$ cat src/rtl/microwave_pkg.sv
// Purpose: shared types and constants for the microwave cook-time controller.
// Latency: n/a (types, constants and pure functions only).
// Backpressure: n/a.
package microwave_pkg;

    localparam int BCD_W = 4;
    localparam int KEY_W = 10;

    typedef logic [BCD_W-1:0] bcd_t;

    localparam bcd_t DIGIT_MAX       = 4'd9;
    localparam bcd_t SEC_TENS_RELOAD = 4'd5;

    typedef enum logic [1:0] {
        IDLE  = 2'd0,
        SET   = 2'd1,
        COOK  = 2'd2,
        PAUSE = 2'd3
    } state_t;

    // True when exactly one key line is active.
    function automatic logic key_is_onehot(input logic [KEY_W-1:0] k);
        return (k != '0) && ((k & (k - 1'b1)) == '0);
    endfunction

    // Index of the highest active key line; only meaningful when one-hot.
    function automatic bcd_t key_to_digit(input logic [KEY_W-1:0] k);
        bcd_t d;
        d = '0;
        for (int i = 0; i < KEY_W; i++) begin
            if (k[i]) begin
                d = BCD_W'(i);
            end
        end
        return d;
    endfunction

endpackage

$ cat src/rtl/microwave_ctrl_bcd_timer.sv
// Purpose: three-digit BCD cook time (M:ST) with shift-in, countdown, clear and zero flags.
// Latency: digits update on the clk edge after clr/load/dec is asserted.
// Backpressure: none; one command per cycle, priority clr > load > dec.
module bcd_timer
    import microwave_pkg::*;
(
    input  logic clk,
    input  logic rst,
    input  logic clr,
    input  logic load,
    input  bcd_t digit,
    input  logic dec,
    output bcd_t min_bcd,
    output bcd_t sec_tens_bcd,
    output bcd_t sec_ones_bcd,
    output logic zero,
    output logic one_left
);

    // Digit registers: clear, shift a new digit in from the right, or count down one second.
    always_ff @(posedge clk or posedge rst) begin
        if (rst) begin
            min_bcd      <= '0;
            sec_tens_bcd <= '0;
            sec_ones_bcd <= '0;
        end else if (clr) begin
            min_bcd      <= '0;
            sec_tens_bcd <= '0;
            sec_ones_bcd <= '0;
        end else if (load) begin
            // Old minutes digit falls off the left end.
            min_bcd      <= sec_tens_bcd;
            sec_tens_bcd <= sec_ones_bcd;
            sec_ones_bcd <= digit;
        end else if (dec) begin
            // Tens entered above 5 are counted down as-is; reload to 5 only on a minute borrow.
            if (sec_ones_bcd != '0) begin
                sec_ones_bcd <= sec_ones_bcd - 1'b1;
            end else if (sec_tens_bcd != '0) begin
                sec_tens_bcd <= sec_tens_bcd - 1'b1;
                sec_ones_bcd <= DIGIT_MAX;
            end else begin
                min_bcd      <= min_bcd - 1'b1;
                sec_tens_bcd <= SEC_TENS_RELOAD;
                sec_ones_bcd <= DIGIT_MAX;
            end
        end
    end

    // Status flags used by the controller to gate start and detect the final second.
    always_comb begin
        zero     = (min_bcd == '0) && (sec_tens_bcd == '0) && (sec_ones_bcd == '0);
        one_left = (min_bcd == '0) && (sec_tens_bcd == '0) && (sec_ones_bcd == 4'd1);
    end

endmodule

$ cat src/rtl/microwave_ctrl.sv
// Purpose: microwave cook-time controller: keypad entry, start/stop/pause, door interlock, 1 s countdown.
// Latency: button/key edges act on the clk edge after the input changes; mag and digits are registered.
// Backpressure: none; inputs are sampled every cycle, same-cycle conflicts resolved by fixed priority.
module microwave_ctrl
    import microwave_pkg::*;
#(
    parameter int TICKS_PER_SEC = 50
) (
    input  logic             clk,
    input  logic             clear,
    input  logic [KEY_W-1:0] keypad,
    input  logic             startn,
    input  logic             stopn,
    input  logic             door_closed,
    output logic             mag,
    output bcd_t             min_bcd,
    output bcd_t             sec_tens_bcd,
    output bcd_t             sec_ones_bcd,
    output logic             done
);

    localparam int CNT_W = (TICKS_PER_SEC > 1) ? $clog2(TICKS_PER_SEC) : 1;
    localparam logic [CNT_W-1:0] TICK_LAST = CNT_W'(TICKS_PER_SEC - 1);

    state_t            state;
    state_t            next_state;
    logic              startn_q;
    logic              stopn_q;
    logic              key_q;
    logic [CNT_W-1:0]  tick_cnt;

    logic              any_key;
    logic              key_ev;
    logic              start_ev;
    logic              stop_ev;
    logic              tick;
    bcd_t              key_digit;
    logic              shift_nonzero;

    logic              t_clr;
    logic              t_load;
    logic              t_dec;
    logic              t_zero;
    logic              t_one_left;
    logic              cnt_run;
    logic              done_nxt;

    bcd_timer u_timer (
        .clk          (clk),
        .rst          (clear),
        .clr          (t_clr),
        .load         (t_load),
        .digit        (key_digit),
        .dec          (t_dec),
        .min_bcd      (min_bcd),
        .sec_tens_bcd (sec_tens_bcd),
        .sec_ones_bcd (sec_ones_bcd),
        .zero         (t_zero),
        .one_left     (t_one_left)
    );

    // Edge detection against last cycle's inputs; multi-hot presses are ignored but still arm key_q.
    always_comb begin
        any_key       = |keypad;
        key_ev        = any_key && !key_q && key_is_onehot(keypad);
        start_ev      = startn_q && !startn;
        stop_ev       = stopn_q && !stopn;
        tick          = (tick_cnt == TICK_LAST);
        key_digit     = key_to_digit(keypad);
        // Time after a shift is nonzero iff the two surviving digits or the new one are nonzero.
        shift_nonzero = (sec_tens_bcd != '0) || (sec_ones_bcd != '0) || (key_digit != '0);
    end

    // State, registered outputs, input history and the per-second tick counter.
    always_ff @(posedge clk or posedge clear) begin
        if (clear) begin
            state    <= IDLE;
            startn_q <= 1'b1;
            stopn_q  <= 1'b1;
            key_q    <= 1'b0;
            tick_cnt <= '0;
            mag      <= 1'b0;
            done     <= 1'b0;
        end else begin
            state    <= next_state;
            startn_q <= startn;
            stopn_q  <= stopn;
            key_q    <= any_key;
            // Counter only runs while staying in COOK, so every (re)entry starts a full second.
            if (cnt_run) begin
                tick_cnt <= tick ? '0 : tick_cnt + 1'b1;
            end else begin
                tick_cnt <= '0;
            end
            mag      <= (next_state == COOK);
            done     <= done_nxt;
        end
    end

    // Next-state and timer commands; priority door open > stop > start > tick > key.
    always_comb begin
        next_state = state;
        t_clr      = 1'b0;
        t_load     = 1'b0;
        t_dec      = 1'b0;
        cnt_run    = 1'b0;
        done_nxt   = 1'b0;
        case (state)
            IDLE: begin
                if (key_ev) begin
                    t_load = 1'b1;
                    if (shift_nonzero) begin
                        next_state = SET;
                    end
                end
            end
            SET, PAUSE: begin
                if (stop_ev) begin
                    t_clr      = 1'b1;
                    next_state = IDLE;
                end else if (start_ev && door_closed && !t_zero) begin
                    // Same-cycle key is dropped when start is taken.
                    next_state = COOK;
                end else if (key_ev) begin
                    t_load = 1'b1;
                    // Shifting zeros into SET can empty the time; fall back to IDLE then.
                    if (!shift_nonzero && (state == SET)) begin
                        next_state = IDLE;
                    end
                end
            end
            COOK: begin
                if (!door_closed) begin
                    next_state = PAUSE;
                end else if (stop_ev) begin
                    next_state = PAUSE;
                end else begin
                    cnt_run = 1'b1;
                    if (tick) begin
                        t_dec = 1'b1;
                        if (t_one_left) begin
                            next_state = IDLE;
                            done_nxt   = 1'b1;
                        end
                    end
                end
            end
            default: begin
                next_state = IDLE;
            end
        endcase
    end

endmodule

$ cat config.mk
export PLATFORM = sky130hd
export DESIGN_NAME = microwave_ctrl
export DESIGN_NICKNAME = d
export VERILOG_FILES = /design/src/rtl/microwave_pkg.sv /design/src/rtl/microwave_ctrl_bcd_timer.sv /design/src/rtl/microwave_ctrl.sv
export SDC_FILE = /design/constraint.sdc
export NUM_CORES = 1
export LEC_CHECK = 0
export CAP_MARGIN = 20
export CORE_MARGIN = 5
export CORE_UTILIZATION = 50
export CTS_BUF_LIST = sky130_fd_sc_hd__clkbuf_4
export DETAILED_ROUTE_END_ITERATION = 8
export PLACE_DENSITY_LB_ADDON = 0.08
export SLEW_MARGIN = 30
export SYNTH_ARGS = -nofsm -noshare
export SYNTH_HDL_FRONTEND = slang
export SYNTH_SLANG_ARGS = --single-unit
$ cat constraint.sdc
create_clock -name clk -period 3.2 [get_ports clk]
set_input_delay 0.32 -clock clk [delete_from_list [all_inputs] [get_ports clk]]
set_output_delay 0.32 -clock clk [all_outputs]
set_load 0.005 [all_outputs]
==> flow_summary.json <==
{
  "setup_tns_ns": 0,
  "syn_to_final_growth_pct": 20.4,
  "worst_slack_ns": 0.711,
  "worstMarginPinSlew_ns": 0.653,
  "syn_area_per_cell_um2": 9.34,
  "initial_core_util_pct": 50.9,
  "die_h_um": 67.8,
  "vias": 1522,
  "holdCritPathClass": "in -> async",
  "io_buffers": 28,
  "yosys.area.top_type": "dfrtp_1",
  "totalWireLength_um": 4020,
  "cts_tree": "done",
  "fmax_ghz": 0.402,
  "synth_area_leaders": "dfrtp_1 (34%), nor2_1 (4.0%), xnor2_1 (3.7%), nor4_1 (3.4%), dfstp_2 (3.1%)",
  "min_period_ns": 2.49,
  "ctsHoldBuffers": 0,
  "yosys_warnings": 0,
  "mostFrequentLayoutCells": "clkdlybuf4s50_1 (28), dfrtp_1 (23), nor2_1 (18)",
  "syn_nets": 197,
  "max-cap-violations": 0,
  "nets": 225,
  "finalClockSkew_ns": 0.0112,
  "critPathMaxStageDelay_ns": 0.63,
  "fillerInstances": 295,
  "setup_viol": 0,
  "clockBufferDepth": 2,
  "synth_flop_cell": "dfrtp_1",
  "grt_start_max_net_pins": 26,
  "crit_path_max_fanout": 17,
  "cts_root_buffer": "clkbuf_4",
  "die_w_um": 67.8,
  "power_mw": 0.698,
  "post-route-util_pct": 61.3,
  "async_flop_share_pct": 100,
  "cts_made_buffers": 3,
  "overflow": 0,
  "status": "completed",
  "wl_per_cell_um": 16.0,
  "worstPathRequired_ns": 3.44,
  "ys_seq_elements": 25,
  "antenna_cells": 0,
  "place_congestion": 0.848,
  "synthCells": 179,
  "drive_gt1_share_pct": 13.6,
  "hpwlAfterDp_um": 3080,
  "post_cts_buffers": 0,
  "rsz0062_at_grt": "false",
  "clk_pin_slew_ns": 0.14,
  "drt_first_iter_violations": 111,
  "start_kind": "primary input",
  "setup.worst_path.class": "in -> reg",
  "final_common_cell": "clkdlybuf4s50_1",
  "p_leak_nw": 0.800,
  "cp_cell_sequence": "clkdlybuf4s50_1 -> and2b_2 -> or3b_1 -> or4_1 -> and3_1 -> mux2_4",
  "maxSlewHeadroom_pct": 55.3,
  "floorplan.io_pins": 29,
  "grt.total_usage_pct": 19.2,
  "fp-row-count": 21,
  "cts_max_level": 1,
  "place_inst": 248,
  "antenna_found_initial": 0,
  "cts.sinks": 25,
  "cp_slowest_cell": "or3b_1",
  "syn-cell-area_um2": 1670,
  "yosysUniqueCellTypes": 55,
  "finalMaxSlewViolations": 0,
  "detail-route-antenna-nets": 0,
  "clock_latency_ns": 0.33,
  "dp_slack_ns": 0.366,
  "powerDensity_nw_per_um2": 347,
  "yosysSeqAreaShare_pct": 37.6,
  "cp.arrival_ns": 2.73,
  "drc": 0,
  "ir_drop_uv": 158,
  "die_area_um2": 4600,
  "synth_top_area_share_pct": 34.4,
  "synth_edf_count": 0,
  "via_per_inst": 6.04,
  "post_cts_resized": 0,
  "timing.final.crit_share_pct": 77.8,
  "cp-end-kind": "register",
  "final_cells": 252,
  "grt_pass1_vias": 1404,
  "coreArea_um2": 3280,
  "drt_first_pass_iters": 4,
  "hold_violations": 0,
  "grt_pass1_wl_um": 6740
}
## power breakdown
part           internal [mW]  switching, mW
clock network         0.0574         0.0986
registers              0.336         0.0259
logic                 0.0774          0.103
total                  0.471          0.227
## critical path, delay by kind of cell
| kind | cells | cell delay (ns) |
|---|---|---|
| AND/OR/NAND/NOR | 4 | 1.66 |
| buffers and inverters | 1 | 0.50 |
| multiplexers | 1 | 0.25 |
## layer usage
metal | share of wire, % | track usage (%) | vias to the layer above
li1 | - | - | 738
met1 | 44 | 25.9 | 731
met2 | 51 | 32.2 | 49
met3 | 4.2 | 3.12 | 4
met4 | 0.75 | 4.47 | 0
met5 | 0 | 0 | -
## final timing paths
| path | start | slack (ns) | cells after the start | endpoint |
|---|---|---|---|---|
| max | stopn | 0.71 | 6 | u_timer.sec_tens_bcd[3] |
| min | clear | 0.32 | 2 | u_timer.sec_tens_bcd[2] |
| max reg2reg | state[0] | 0.78 | 5 | u_timer.sec_tens_bcd[3] |
| min reg2reg | tick_cnt[0] | 0.51 | 1 | tick_cnt[0] |
| max in group asynchronous | clear | 2.50 | 2 | startn_q |
| min in group clk | startn | 0.41 | 1 | startn_q |
## registers in the layout, summed over array words and instances, names as in the netlist
register	count
done	1
key_q	1
mag	1
startn_q	1
state	2
stopn_q	1
tick_cnt	6
u_timer.min_bcd	4
u_timer.sec_ones_bcd	4
u_timer.sec_tens_bcd	4
## layout make-up
type                       instances  area (um^2)  area share [%]
timing repair buffer              29          288            14.3
sequential                        25          628            31.2
inverter                           6         22.5            1.12
tap                               46         57.6            2.86
clock buffer                       4         30.0            1.49
multi-input combinational        142          987            49.0
## kinds of logic after synthesis
family | after synthesis | share of synthesized area (%)
fa+ha+maj | 4 | 2.84
flops | 25 | 37.6
compound gates | 36 | 16.5
xor+xnor | 10 | 5.24
buf+inv | 12 | 3.37
simple gates | 86 | 30.4
mux | 6 | 4.12
## per-stage QoR
stage          hold WS, ns  instance area [um^2]
6_report             0.325                  2010
5_1_grt              0.378                  2010
4_1_cts              0.400                  2010
3_5_place_dp         0.500                  1980
3_3_place_gp         0.477                  1980
2_1_floorplan        0.324                  1670
## synthesized netlist by cell type (4+ instances only)
master	count
dfrtp_1	23
nor2_1	18
nand2_1	9
nor4_1	9
nor3_1	8
o31ai_1	7
xnor2_1	7
inv_1	6
nand4_1	6
a211oi_1	4
a21oi_1	4
nand2b_1	4
nand3_1	4
o21ai_0	4
or2_2	4
No activity file was read; power rests on OpenSTA's default activity.
